`src/rtl/ps2_pkg.sv`:
```
// ps2_pkg: shared definitions for the PS/2 keyboard receiver.
//   frame_state_e : frame FSM state encoding
//   CODE_EXT/BRK  : scan-code prefixes handled in the receiver
//   STAT_*        : bit positions inside the 32-bit status word
//   scan_word_t   : FIFO word {extended, break, code}
package ps2_pkg;

   typedef enum logic [1:0] {
      FS_IDLE   = 2'd0,
      FS_DATA   = 2'd1,
      FS_PARITY = 2'd2,
      FS_STOP   = 2'd3
   } frame_state_e;

   localparam logic [7:0] CODE_EXT = 8'hE0;
   localparam logic [7:0] CODE_BRK = 8'hF0;

   localparam int unsigned STAT_EMPTY   = 0;
   localparam int unsigned STAT_FULL    = 1;
   localparam int unsigned STAT_OVF     = 2;
   localparam int unsigned STAT_PERR    = 3;
   localparam int unsigned STAT_FERR    = 4;
   localparam int unsigned STAT_CNT_LSB = 8;
   localparam int unsigned STAT_CNT_W   = 8;

   localparam int unsigned SCAN_W = 10;

   typedef struct packed {
      logic       ext;
      logic [7:0] code;
      logic       brk;
   } scan_word_unused_t;

   typedef struct packed {
      logic       ext;
      logic       brk;
      logic [7:0] code;
   } scan_word_t;

   // True when the data bits plus the parity bit hold an odd number of ones.
   function automatic logic odd_parity_ok(input logic [7:0] code, input logic par);
      return ^{code, par};
   endfunction

endpackage

```
`src/rtl/ps2_rx_fifo.sv`:
```
// ps2_rx_fifo: synchronous FIFO with a registered head word.
//   clk, rst      : clock, asynchronous active-high reset
//   wr_en/wr_data : push request and word
//   rd_en         : pop strobe (ignored when empty)
//   head          : registered word at the FIFO head, 0 when empty
//   count         : occupancy 0..DEPTH
//   full, empty   : registered occupancy flags
//   ovf           : one-cycle pulse when a push was dropped
module ps2_rx_fifo #(
   parameter int unsigned DEPTH = 16,
   parameter int unsigned WIDTH = 10
) (
   input  logic                     clk,
   input  logic                     rst,
   input  logic                     wr_en,
   input  logic [WIDTH-1:0]         wr_data,
   input  logic                     rd_en,
   output logic [WIDTH-1:0]         head,
   output logic [$clog2(DEPTH):0]   count,
   output logic                     full,
   output logic                     empty,
   output logic                     ovf
);

   localparam int unsigned AW = $clog2(DEPTH);
   localparam int unsigned CW = AW + 1;

   logic [WIDTH-1:0] mem_q [DEPTH];
   logic [AW-1:0]    wp_q, wp_d, rp_q, rp_d;
   logic [CW-1:0]    cnt_q, cnt_d;
   logic [WIDTH-1:0] head_q, head_d;
   logic             full_q, full_d, empty_q, empty_d, ovf_q, ovf_d;
   logic             do_pop, do_push;

   // Pointer/count update; a pop on a full FIFO makes room for a same-cycle push.
   always_comb begin
      do_pop  = rd_en && !empty_q;
      do_push = wr_en && (!full_q || do_pop);
      wp_d    = do_push ? wp_q + AW'(1) : wp_q;
      rp_d    = do_pop  ? rp_q + AW'(1) : rp_q;
      cnt_d   = cnt_q;
      if (do_push && !do_pop)
         cnt_d = cnt_q + CW'(1);
      else if (do_pop && !do_push)
         cnt_d = cnt_q - CW'(1);
      full_d  = (cnt_d == CW'(DEPTH));
      empty_d = (cnt_d == '0);
      ovf_d   = wr_en && !do_push;
      // The new head is the incoming word when nothing else remains after the pop.
      if (empty_d)
         head_d = '0;
      else if (do_push && (empty_q || (do_pop && cnt_q == CW'(1))))
         head_d = wr_data;
      else
         head_d = mem_q[rp_d];
   end

   always_ff @(posedge clk or posedge rst) begin
      if (rst) begin
         wp_q    <= '0;
         rp_q    <= '0;
         cnt_q   <= '0;
         head_q  <= '0;
         full_q  <= 1'b0;
         empty_q <= 1'b1;
         ovf_q   <= 1'b0;
         for (int unsigned i = 0; i < DEPTH; i++)
            mem_q[i] <= '0;
      end else begin
         wp_q    <= wp_d;
         rp_q    <= rp_d;
         cnt_q   <= cnt_d;
         head_q  <= head_d;
         full_q  <= full_d;
         empty_q <= empty_d;
         ovf_q   <= ovf_d;
         if (do_push)
            mem_q[wp_q] <= wr_data;
      end
   end

   assign head  = head_q;
   assign count = cnt_q;
   assign full  = full_q;
   assign empty = empty_q;
   assign ovf   = ovf_q;

endmodule

```
`src/rtl/ps2_kbd_rx.sv`:
```
// ps2_kbd_rx: PS/2 keyboard receiver with scan-word FIFO.
//   clk, rst   : system clock, asynchronous active-high reset
//   ps2_c/d    : PS/2 clock and data, asynchronous to clk
//   fifo_rd    : pop strobe for the scan-word FIFO
//   status_clr : clears the sticky error/overflow flags
//   status     : {16'b0, count, 3'b0, frame_err, parity_err, overflow, full, empty}
//   data       : {22'b0, extended, break, code} of the FIFO head, 0 when empty
module ps2_kbd_rx
   import ps2_pkg::*;
#(
   parameter int unsigned FIFO_DEPTH  = 16,
   parameter int unsigned FILT_LEN    = 8,
   parameter int unsigned TIMEOUT_CYC = 100000
) (
   input  logic        clk,
   input  logic        rst,
   input  logic        ps2_c,
   input  logic        ps2_d,
   input  logic        fifo_rd,
   input  logic        status_clr,
   output logic [31:0] status,
   output logic [31:0] data
);

   localparam int unsigned FCW   = $clog2(FILT_LEN);
   localparam int unsigned TCW   = $clog2(TIMEOUT_CYC + 1);
   localparam int unsigned CNT_W = $clog2(FIFO_DEPTH) + 1;

   logic             c_meta_q, c_sync_q, d_meta_q, d_sync_q;
   logic             filt_q, filt_d;
   logic [FCW-1:0]   filt_cnt_q, filt_cnt_d;
   logic             smpl_en_q, smpl_en_d;
   frame_state_e     state_q, state_d;
   logic [7:0]       shift_q, shift_d;
   logic [2:0]       bit_cnt_q, bit_cnt_d;
   logic             par_ok_q, par_ok_d;
   logic [TCW-1:0]   to_cnt_q, to_cnt_d;
   logic             ext_pend_q, ext_pend_d, brk_pend_q, brk_pend_d;
   logic             wr_q, wr_d;
   scan_word_t       wr_word_q, wr_word_d;
   logic             ovf_q, ovf_d, perr_q, perr_d, ferr_q, ferr_d;
   logic             set_perr, set_ferr;

   logic [SCAN_W-1:0] fifo_head;
   logic [CNT_W-1:0]  fifo_count;
   logic              fifo_full, fifo_empty, fifo_ovf;

   // Glitch filter: the filtered clock follows only after FILT_LEN agreeing samples.
   always_comb begin
      filt_d     = filt_q;
      filt_cnt_d = '0;
      if (c_sync_q != filt_q) begin
         if (filt_cnt_q == FCW'(FILT_LEN - 1))
            filt_d = c_sync_q;
         else
            filt_cnt_d = filt_cnt_q + FCW'(1);
      end
      smpl_en_d = filt_q && !filt_d;
   end

   // Frame FSM, prefix tracking and timeout.
   always_comb begin
      state_d    = state_q;
      shift_d    = shift_q;
      bit_cnt_d  = bit_cnt_q;
      par_ok_d   = par_ok_q;
      ext_pend_d = ext_pend_q;
      brk_pend_d = brk_pend_q;
      wr_d       = 1'b0;
      wr_word_d  = wr_word_q;
      set_perr   = 1'b0;
      set_ferr   = 1'b0;
      to_cnt_d   = (state_q == FS_IDLE || smpl_en_q) ? '0 : to_cnt_q + TCW'(1);

      if (smpl_en_q) begin
         case (state_q)
            FS_IDLE: begin
               if (!d_sync_q) begin
                  state_d   = FS_DATA;
                  bit_cnt_d = '0;
               end else begin
                  set_ferr = 1'b1;
               end
            end
            FS_DATA: begin
               shift_d = {d_sync_q, shift_q[7:1]};
               if (bit_cnt_q == 3'd7)
                  state_d = FS_PARITY;
               else
                  bit_cnt_d = bit_cnt_q + 3'd1;
            end
            FS_PARITY: begin
               par_ok_d = odd_parity_ok(shift_q, d_sync_q);
               state_d  = FS_STOP;
            end
            FS_STOP: begin
               state_d = FS_IDLE;
               if (!d_sync_q) begin
                  set_ferr   = 1'b1;
                  ext_pend_d = 1'b0;
                  brk_pend_d = 1'b0;
               end else if (!par_ok_q) begin
                  set_perr   = 1'b1;
                  ext_pend_d = 1'b0;
                  brk_pend_d = 1'b0;
               end else if (shift_q == CODE_EXT) begin
                  ext_pend_d = 1'b1;
               end else if (shift_q == CODE_BRK) begin
                  brk_pend_d = 1'b1;
               end else begin
                  wr_d           = 1'b1;
                  wr_word_d.ext  = ext_pend_q;
                  wr_word_d.brk  = brk_pend_q;
                  wr_word_d.code = shift_q;
                  ext_pend_d     = 1'b0;
                  brk_pend_d     = 1'b0;
               end
            end
            default: state_d = FS_IDLE;
         endcase
      end else if (state_q != FS_IDLE && to_cnt_q == TCW'(TIMEOUT_CYC - 1)) begin
         // Sender stalled mid-frame: abandon it.
         state_d    = FS_IDLE;
         to_cnt_d   = '0;
         ext_pend_d = 1'b0;
         brk_pend_d = 1'b0;
         set_ferr   = 1'b1;
      end

      // Sticky flags; a set in the same cycle wins over a clear.
      ovf_d  = fifo_ovf || (ovf_q  && !status_clr);
      perr_d = set_perr || (perr_q && !status_clr);
      ferr_d = set_ferr || (ferr_q && !status_clr);
   end

   always_ff @(posedge clk or posedge rst) begin
      if (rst) begin
         c_meta_q   <= 1'b1;
         c_sync_q   <= 1'b1;
         d_meta_q   <= 1'b1;
         d_sync_q   <= 1'b1;
         filt_q     <= 1'b1;
         filt_cnt_q <= '0;
         smpl_en_q  <= 1'b0;
         state_q    <= FS_IDLE;
         shift_q    <= '0;
         bit_cnt_q  <= '0;
         par_ok_q   <= 1'b0;
         to_cnt_q   <= '0;
         ext_pend_q <= 1'b0;
         brk_pend_q <= 1'b0;
         wr_q       <= 1'b0;
         wr_word_q  <= '0;
         ovf_q      <= 1'b0;
         perr_q     <= 1'b0;
         ferr_q     <= 1'b0;
      end else begin
         c_meta_q   <= ps2_c;
         c_sync_q   <= c_meta_q;
         d_meta_q   <= ps2_d;
         d_sync_q   <= d_meta_q;
         filt_q     <= filt_d;
         filt_cnt_q <= filt_cnt_d;
         smpl_en_q  <= smpl_en_d;
         state_q    <= state_d;
         shift_q    <= shift_d;
         bit_cnt_q  <= bit_cnt_d;
         par_ok_q   <= par_ok_d;
         to_cnt_q   <= to_cnt_d;
         ext_pend_q <= ext_pend_d;
         brk_pend_q <= brk_pend_d;
         wr_q       <= wr_d;
         wr_word_q  <= wr_word_d;
         ovf_q      <= ovf_d;
         perr_q     <= perr_d;
         ferr_q     <= ferr_d;
      end
   end

   ps2_rx_fifo #(
      .DEPTH (FIFO_DEPTH),
      .WIDTH (SCAN_W)
   ) u_fifo (
      .clk     (clk),
      .rst     (rst),
      .wr_en   (wr_q),
      .wr_data (SCAN_W'(wr_word_q)),
      .rd_en   (fifo_rd),
      .head    (fifo_head),
      .count   (fifo_count),
      .full    (fifo_full),
      .empty   (fifo_empty),
      .ovf     (fifo_ovf)
   );

   always_comb begin
      status                                 = '0;
      status[STAT_EMPTY]                     = fifo_empty;
      status[STAT_FULL]                      = fifo_full;
      status[STAT_OVF]                       = ovf_q;
      status[STAT_PERR]                      = perr_q;
      status[STAT_FERR]                      = ferr_q;
      status[STAT_CNT_LSB +: STAT_CNT_W]     = STAT_CNT_W'(fifo_count);
   end

   assign data = 32'(fifo_head);

endmodule

```
`config.mk`:
```
export PLATFORM = sky130hd
export DESIGN_NAME = ps2_kbd_rx
export DESIGN_NICKNAME = d
export VERILOG_FILES = /design/src/rtl/ps2_pkg.sv /design/src/rtl/ps2_rx_fifo.sv /design/src/rtl/ps2_kbd_rx.sv
export SDC_FILE = /design/constraint.sdc
export NUM_CORES = 1
export LEC_CHECK = 0
export BUFFER_PORTS_ARGS = -buffer_cell sky130_fd_sc_hd__buf_4
export CORE_ASPECT_RATIO = 0.7
export CORE_MARGIN = 3
export CORE_UTILIZATION = 55
export DETAILED_ROUTE_END_ITERATION = 8
export PLACE_DENSITY = 0.75
export REMOVE_ABC_BUFFERS = 1
export SLEW_MARGIN = 0
export SYNTH_ARGS = -nofsm -noshare
export SYNTH_HDL_FRONTEND = slang
export SYNTH_SLANG_ARGS = --single-unit
```
`constraint.sdc`:
```
create_clock -name clk -period 8.3 [get_ports clk]
set_input_delay 0.83 -clock clk [delete_from_list [all_inputs] [get_ports clk]]
set_output_delay 0.83 -clock clk [all_outputs]
set_load 0.02 [all_outputs]
```
==> flow_summary.json, run 1 <==
{
  "grt_pass1_wl_um": 38600,
  "antenna_cells": 0,
  "wl_per_cell_um": 19.9,
  "drv_cap": 0,
  "path_clk_slew_ns": 0.06,
  "synth_warnings": 0,
  "synth-edff-count": 0,
  "hold_path.class": "reg2reg",
  "hold_viol": 0,
  "portBuffers": 25,
  "syn_area_per_cell_um2": 12.6,
  "post_cts_buffers": 0,
  "ir_drop_mv": 0.158,
  "place.gp.congestion": 0.821,
  "cts.sinks": 242,
  "worstHoldStart": "c_meta_q",
  "netlist-cell-type-count": 63,
  "worst_pin_slew_ns": 0.932,
  "async_flop_share": 1.00,
  "die_h_um": 128,
  "die-width_um": 180,
  "worst_clock_skew_ns": 0.0156,
  "setup_tns_ns": 0,
  "min_period_ns": 3.07,
  "arrival_ns": 3.47,
  "vias": 7128,
  "initial_core_util": 0.574,
  "yosysTopAreaCellShare": 0.506,
  "final.period_utilization": 0.370,
  "grt_pass1_vias": 6946,
  "dp_cells": 1172,
  "gr-usage-all-layers": 0.209,
  "drive_gt1_frac": 0.303,
  "numCtsBuffers": 24,
  "instances_no_fill": 1215,
  "cts_hold_buf": 0,
  "rsz0062_at_grt": "no",
  "synth-seq-area-share": 0.520,
  "synthesis.area_um2": 11700,
  "vias_per_cell": 5.87,
  "max-slew-margin-rel": 0.377,
  "dieArea_um2": 23000,
  "drt-pass1-iter-count": 5,
  "path_class": "reg2reg",
  "clkLatencyLatePin_ns": 0.52,
  "core_um2": 20300,
  "synth_cells": 926,
  "fmax_mhz": 325,
  "antenna_found_initial": 0,
  "gr-total-overflow": 0,
  "wl_um": 24100,
  "worstReg2RegStart": "u_fifo.rp_q[0]",
  "synth.largest_area_cell": "dfrtp_1",
  "p_leak_nw": 6.08,
  "synthFlopType": "dfrtp_1",
  "fp-row-count": 43,
  "ys_ff_latch": 242,
  "crit_start": "u_fifo.rp_q[0]",
  "outcome": "finished clean",
  "route.met3.wl_um": 1590,
  "ios": 70,
  "cts_tree": "done",
  "postCtsResizedCells": 0,
  "drc": 0,
  "ys_top_cells_by_count": "dfrtp_1, mux2_2, nand2_1",
  "wl_met1_um": 11800,
  "clockRootBuffer": "clkbuf_16",
  "worstSetupStartpointType": "flop",
  "top_layer_used": "met4",
  "synth_area_leaders": "dfrtp_1, mux2_2, mux4_2",
  "ant_nets": 0,
  "post-route-util": 0.616,
  "clock_path_buffers": 3,
  "grt_max_degree": 104,
  "drt_iter0_markers": 659,
  "p_total_mw": 3.29,
  "cp.required_ns": 8.70,
  "cts.htree.levels": 1,
  "final_max_slew_viol_count": 0,
  "num-nets-final": 951,
  "wl_met2_um": 10300,
  "areaGrowthSynthToFinish_pct": 7.39,
  "power_density_nw_per_um2": 263,
  "synth_most_common_cell": "dfrtp_1",
  "path_max_fanout": 25,
  "final-setup-viol-count": 0,
  "hpwl_um": 15800,
  "crit_path_end_kind": "flop"
}
## sequential cells by signal, summed over array words and instances, names as in the netlist, 2 cells and up
| register | count |
|---|---|
| bit_cnt_q | 3 |
| filt_cnt_q | 3 |
| shift_q | 8 |
| state_q | 2 |
| to_cnt_q | 17 |
| u_fifo.count | 5 |
| u_fifo.head | 10 |
| u_fifo.mem_q | 160 |
| u_fifo.rp_q | 4 |
| u_fifo.wp_q | 4 |
| wr_word_q | 10 |
## per-layer routing
| layer | track usage | vias up |
|---|---|---|
| met5 | 0 | - |
| met4 | 0.0392 | 0 |
| met3 | 0.0403 | 36 |
| met2 | 0.307 | 203 |
| met1 | 0.329 | 3636 |
| li1 | - | 3253 |
## per-stage QoR
step	area, um2	worst slack (ns)	hold slack, ns
after CTS	12500	5.30	0.356
after global routing	12500	5.06	0.357
after detailed placement	11800	5.07	0.347
after floorplan	11200	0.835	0.345
final	12500	5.23	0.354
after global placement	11800	5.15	0.346
## final cells by class
type | instances | area (um2)
clock buffer | 34 | 658
tap | 270 | 338
inverter | 17 | 78.8
timing repair buffer | 33 | 248
clock inverter | 9 | 62.6
fill | 1578 | 7800
sequential | 242 | 6060
multi-input combinational | 610 | 5080
## worst paths after layout
kind                       cells after the start  slack, ns               end
min in group asynchronous                      2       0.44  u_fifo.mem_q[37]
min                                            0       0.35          c_sync_q
max reg2reg                                    7       5.23    u_fifo.head[1]
max in group asynchronous                      3       6.49        u_fifo.ovf
min reg2reg                                    0       0.35          c_sync_q
max                                            7       5.23    u_fifo.head[1]
## placed cells by master, fill, tap and decap left out, types with 6 or more instances in the layout
master,count
mux2i_1,31
o21ai_0,9
clkbuf_16,24
o22ai_1,17
nand3_1,35
dfstp_2,6
nor2b_1,7
conb_1,44
nor2_1,36
clkinv_2,6
ha_1,17
nand4_1,13
xnor2_1,19
nand2_1,65
o221ai_1,7
inv_1,14
mux4_2,19
dfrtp_1,236
xor2_1,14
and2_1,7
nor3_1,8
clkbuf_1,8
buf_4,33
a21oi_1,13
mux2_2,181
nor4_1,10
## worst max-delay path, cell delays in order, from the launching register on
cell      delay [ns]
dfrtp_1         0.84
ha_1            0.43
mux2i_4         0.15
buf_4           0.38
clkinv_1        0.37
nand2_1         0.31
o22ai_1         0.13
nor4_1          0.33
## where the power goes
| part | leakage, nW | switching [mW] | internal (mW) |
|---|---|---|---|
| clock network | 0.355 | 0.447 | 0.556 |
| logic | 2.41 | 0.594 | 0.374 |
| registers | 3.31 | 0.0781 | 1.24 |
## cells by family (layout without fill, tap and decap cells)
| kind of cell | count (synthesis) | in the layout | share of synthesized area |
|---|---|---|---|
| AOI/OAI and AO/OA | 84 | 84 | 0.0523 |
| xor gates and xnor gates | 35 | 35 | 0.0285 |
| adders and majority gates | 17 | 17 | 0.0182 |
| buffers and inverters | 117 | 93 | 0.0592 |
| DFF | 242 | 242 | 0.520 |
| muxes | 232 | 232 | 0.240 |
| other | 1 | 44 | 0.000321 |
| and+or+nand+nor | 198 | 198 | 0.0821 |
No activity file was read; power rests on OpenSTA's default activity.
==> run 2, diff against run 1 <==
ABC_AREA = 1   (was unset)
clock period = 3 ns   (was 8.3 ns; I/O delays follow)
==> flow_summary.json, run 2 <==
{
  "outcome": "finished clean",
  "final_max_slew_viol_count": 0,
  "ys_top_cells_by_count": "nand2_1, nand3_1, dfrtp_1",
  "die_h_um": 128,
  "nFillCells": 1765,
  "arrival_ns": 2.91,
  "grt_max_degree": 88,
  "dieArea_um2": 23100,
  "dp_cells": 1645,
  "hold_path.class": "in2reg",
  "antenna_found_initial": 0,
  "path_clk_slew_ns": 0.07,
  "areaGrowthSynthToFinish_pct": 8.16,
  "max-slew-margin-rel": 0.445,
  "min_period_ns": 2.48,
  "ios": 70,
  "post-route-util": 0.623,
  "path_max_fanout": 16,
  "die-width_um": 180,
  "top_regs": "u_fifo.mem_q: 160 flops, to_cnt_q: 17 flops",
  "postCtsResizedCells": 0,
  "cts.sinks": 242,
  "setup_tns_ns": 0,
  "hpwl_um": 18800,
  "final.period_utilization": 0.827,
  "cp.required_ns": 3.43,
  "synth-edff-count": 0,
  "drc": 0,
  "worstSetupStartpointType": "flop",
  "core_um2": 20300,
  "instances_no_fill": 1690,
  "setup_slack_ns": 0.519,
  "drt_iter0_markers": 1033,
  "yosysTopAreaCellShare": 0.504,
  "worstReg2RegStart": "u_fifo.empty",
  "vias": 9627,
  "synth_cells": 1422,
  "path_class": "reg2reg",
  "syn_area_per_cell_um2": 8.23,
  "hold_viol": 0,
  "hold_slack_ns": 0.269,
  "post_cts_buffers": 0,
  "initial_core_util": 0.576,
  "netlist-cell-type-count": 36,
  "worst_clock_skew_ns": 0.0283,
  "antenna_cells": 0,
  "ir_drop_mv": 0.437,
  "regMostFlops": "u_fifo.mem_q",
  "worstHoldStart": "fifo_rd",
  "gr-usage-all-layers": 0.255,
  "grt_pass1_vias": 9194,
  "cts_hold_buf": 4,
  "placed_cell_area_um2": 11800,
  "synthesis.area_um2": 11700,
  "synth.largest_area_cell": "dfrtp_1",
  "num-nets-final": 1428,
  "postLayoutCellArea_um2": 12700,
  "cts_tree": "done",
  "synthFlopType": "dfrtp_1",
  "crit_path_end_kind": "flop",
  "grt_pass1_wl_um": 48000,
  "drt-pass1-iter-count": 8,
  "synth-seq-area-share": 0.518,
  "p_total_mw": 9.35,
  "drive_gt1_frac": 0.0754,
  "ys_ff_latch": 242,
  "fp-row-count": 43,
  "clockRootBuffer": "clkbuf_16",
  "place.gp.congestion": 0.897,
  "drv_cap": 0,
  "crit_start": "u_fifo.empty",
  "gr-total-overflow": 0,
  "synth_most_common_cell": "nand2_1",
  "final-setup-viol-count": 0,
  "async_flop_share": 1.00,
  "clkLatencyLatePin_ns": 0.53,
  "portBuffers": 25,
  "ant_nets": 0,
  "worst_pin_slew_ns": 0.831,
  "place_ws_ns": 0.696,
  "rsz0062_at_grt": "no",
  "vias_per_cell": 5.70,
  "synth_area_leaders": "dfrtp_1, nand2_1, nand3_1",
  "synth_warnings": 0,
  "wl_per_cell_um": 17.4,
  "largest_reg_flops": 160,
  "numCtsBuffers": 24,
  "p_leak_nw": 5.75,
  "fmax_mhz": 403,
  "final_cell_mix": "nand2_1, nand3_1, dfrtp_1",
  "cts.htree.levels": 1,
  "power_density_nw_per_um2": 738,
  "wl_um": 29400,
  "clock_path_buffers": 3,
  "final_common_cell": "nand2_1"
}
## run 2: logic make-up after synthesis
group | after synthesis | share of synthesized area
AND/OR/NAND/NOR | 698 | 0.262
AO/OA/AOI/OAI | 214 | 0.0933
XOR/XNOR | 16 | 0.0120
multiplexers | 1 | 0.000962
adder cells (fa/ha/maj) | 17 | 0.0182
other | 1 | 0.000320
buffers and inverters | 233 | 0.0951
flip-flops | 242 | 0.518
## run 2: final timing paths
kind,to,slack [ns],depth (start not counted)
min in group asynchronous,to_cnt_q[11],0.42,3
setup / recovery,u_fifo.head[3],0.52,10
hold / removal,u_fifo.ovf,0.27,4
max in group asynchronous,u_fifo.mem_q[84],1.74,4
setup reg to reg,u_fifo.head[3],0.52,10
hold reg to reg,c_sync_q,0.35,0
## run 2: final cells by class
class                           count  area [um2]  area share
Sequential cell                   242        6060       0.479
Tap cell                          270         338      0.0267
Timing Repair Buffer               51         418      0.0330
Inverter                           96         368      0.0291
Clock inverter                      8        78.8     0.00623
Multi-Input combinational cell    990        4690       0.370
Clock buffer                       33         704      0.0556
## run 2: layer usage
metal / global-route usage / wire length (um) / vias to the layer above
met2: 0.366 / 12600 / 388
li1: - / - / 4556
met4: 0.0785 / 712 / 0
met3: 0.0681 / 2620 / 63
met1: 0.381 / 13400 / 4620
met5: 0 / 0 / -
## run 2: worst max-delay path, cell delays in order, from the launching register on
cell	delay, ns
dfstp_2	0.53
inv_1	0.11
nand2_2	0.15
nand2_1	0.10
nand2_2	0.11
inv_2	0.12
nand2_1	0.44
clkinv_1	0.42
nand2_1	0.14
nand2_1	0.08
a21oi_1	0.17
## run 2: where the power goes
part | leakage (nW) | internal [mW] | switching [mW] | total, mW
clock | 0.389 | 1.72 | 1.26 | 2.98
sequential | 3.30 | 3.47 | 0.162 | 3.64
combinational | 2.06 | 0.819 | 1.92 | 2.73
total | 5.75 | 6.02 | 3.33 | 9.35
==> run 3, diff against run 2 <==
PLACE_DENSITY = 0.78   (was 0.75)
clock period = 2.2 ns   (was 3 ns; I/O delays follow)
==> flow_summary.json, run 3 (synthesis gave the netlist of run 2 again) <==
{
  "die_h_um": 128,
  "wl_per_cell_um": 18.4,
  "p_total_mw": 13.3,
  "grt_max_degree": 80,
  "postLayoutCellArea_um2": 12900,
  "internal_power_mw": 8.59,
  "cts.sinks": 242,
  "core_um2": 20300,
  "rsz0062_at_grt": "no",
  "gr-usage-all-layers": 0.271,
  "nFillCells": 1680,
  "p_comb_frac": 0.295,
  "largest_reg_flops": 160,
  "grtUsageMet3": 0.0771,
  "cts_tree": "done",
  "clock_power_share": 0.332,
  "outcome": "finished clean",
  "vias": 10005,
  "hold_slack_ns": 0.234,
  "power_density_nw_per_um2": 1020,
  "drt_iter0_markers": 1257,
  "top_usage_layer": "met1",
  "grt_pass1_wl_um": 50700,
  "final-setup-viol-count": 0,
  "place_ws_ns": 0.0184,
  "initial_core_util": 0.576,
  "place.gp.congestion": 0.950,
  "cp.required_ns": 2.63,
  "top_regs": "u_fifo.mem_q: 160 flops, to_cnt_q: 17 flops",
  "clock_path_buffers": 3,
  "worst_pin_slew_ns": 0.828,
  "ios": 70,
  "critPathMaxStageDelay_ns": 0.53,
  "final_cell_mix": "nand2_1, nand3_1, dfrtp_1",
  "num-nets-final": 1443,
  "critPathBufInv": 2,
  "max-slew-margin-rel": 0.447,
  "switching_share": 0.352,
  "dp_cells": 1660,
  "worst_path_max_delay_cell": "dfstp_2",
  "regMostFlops": "u_fifo.mem_q",
  "p_leak_nw": 5.87,
  "worst_clock_skew_ns": 0.0228,
  "dieArea_um2": 23100,
  "ir_drop_mv": 0.634,
  "drv_cap": 0,
  "use_met2": 0.386,
  "areaGrowthSynthToFinish_pct": 10.5,
  "path_clk_slew_ns": 0.07,
  "gr-usage-met1": 0.407,
  "die-width_um": 180,
  "drive_gt1_frac": 0.0877,
  "crit_family": "simple AND/OR/NAND/NOR gates",
  "drc": 0,
  "placed_cell_area_um2": 12000,
  "crit_path_end_kind": "flop",
  "drt-pass1-iter-count": 6,
  "vias_per_cell": 5.86,
  "antenna_cells": 0,
  "setup_slack_ns": 0.104,
  "final.period_utilization": 0.953,
  "worstSetupStartpointType": "flop",
  "arrival_ns": 2.53,
  "final_max_slew_viol_count": 0,
  "wl_um": 31300,
  "cp_cell_sequence": "inv_1, nand2_2, nand2_2, nand2_2, buf_12, nand2_1, nand3_1, nand3_1, nand3_1, nand2_1, a21oi_1",
  "antenna_found_initial": 0,
  "hold_path.class": "in2reg",
  "cts.htree.levels": 1,
  "register_area_um2": 6060,
  "fmax_mhz": 477,
  "final_common_cell": "nand2_1",
  "path_max_fanout": 30,
  "p_sw_mw": 4.66,
  "numCtsBuffers": 23,
  "hold_viol": 0,
  "path_class": "reg2reg",
  "fp-row-count": 43,
  "hpwl_um": 20100,
  "pwr-share-seq": 0.374,
  "ant_nets": 0,
  "instances_no_fill": 1706,
  "multi_input_area_um2": 4690,
  "min_period_ns": 2.10,
  "clockRootBuffer": "clkbuf_16",
  "gr-total-overflow": 0,
  "clkLatencyLatePin_ns": 0.52,
  "grt_pass1_vias": 9425,
  "portBuffers": 25
}
-- run 3: changes by cell type in the layout (fill, tap and decap cells not counted), moves of 2 or more --
| cell | previous run | this run |
|---|---|---|
| buf_12 | 2 | 8 |
| buf_4 | 45 | 53 |
| bufinv_16 | 1 | 5 |
| clkbuf_8 | 7 | 4 |
| inv_6 | 0 | 2 |
-- run 3: tightest hold or removal path, stage by stage --
cell and delay (ns):
buf_4 0.12, nand2_2 0.12, nand2_1 0.13, nor2_1 0.10
-- run 3: worst paths after layout --
kind                               from                to  slack [ns]  cells after the start
max in group asynchronous           rst  u_fifo.mem_q[15]        1.23                      4
setup reg to reg           u_fifo.empty    u_fifo.head[6]        0.10                     11
hold reg to reg                d_meta_q          d_sync_q        0.36                      0
hold / removal                  fifo_rd        u_fifo.ovf        0.23                      4
min in group asynchronous           rst      to_cnt_q[14]        0.30                      3
setup / recovery           u_fifo.empty    u_fifo.head[6]        0.10                     11
-- run 3: power groups by stage --
stage	sequential [mW]	clock, mW	combinational, mW
floorplan	5.14	0	2.16
global placement	5.02	0	3.66
detailed placement	5.03	0	3.72
CTS	4.95	4.45	3.75
global route	4.97	4.62	4.24
finish	4.95	4.40	3.90
-- run 3: repair_timing --
item / CTS / global route
setup buffers: 0 / 0
setup endpoints to repair: 1 / 4
gates cloned: 0 / 1
pin swaps: 0 / 0
endpoints found under the hold margin: 59 / 0
gates resized for setup: 1 / 3
hold buffers: 4 / 0
-- run 3: layout make-up --
cell class,instances,area share
inverters,96,0.0286
well taps,270,0.0261
flip-flops and latches,242,0.469
clock inverters,13,0.0157
clock buffers,28,0.0490
repair buffers,67,0.0490
multi-input cells,990,0.363
-- run 3: metal layers --
metal	vias up	wire (um)
met1	4807	13900
met4	0	727
met5	-	0
met2	541	13100
li1	4591	-
met3	66	3610
-- run 3: through the flow --
| stage | TNS (ns) | util |
|---|---|---|
| final | 0 | 0.636 |
| after detailed placement | 0 | 0.591 |
| after floorplan | -1125.22 | - |
| after CTS | 0 | 0.635 |
| after global routing | 0 | 0.636 |
| after global placement | 0 | 0.591 |
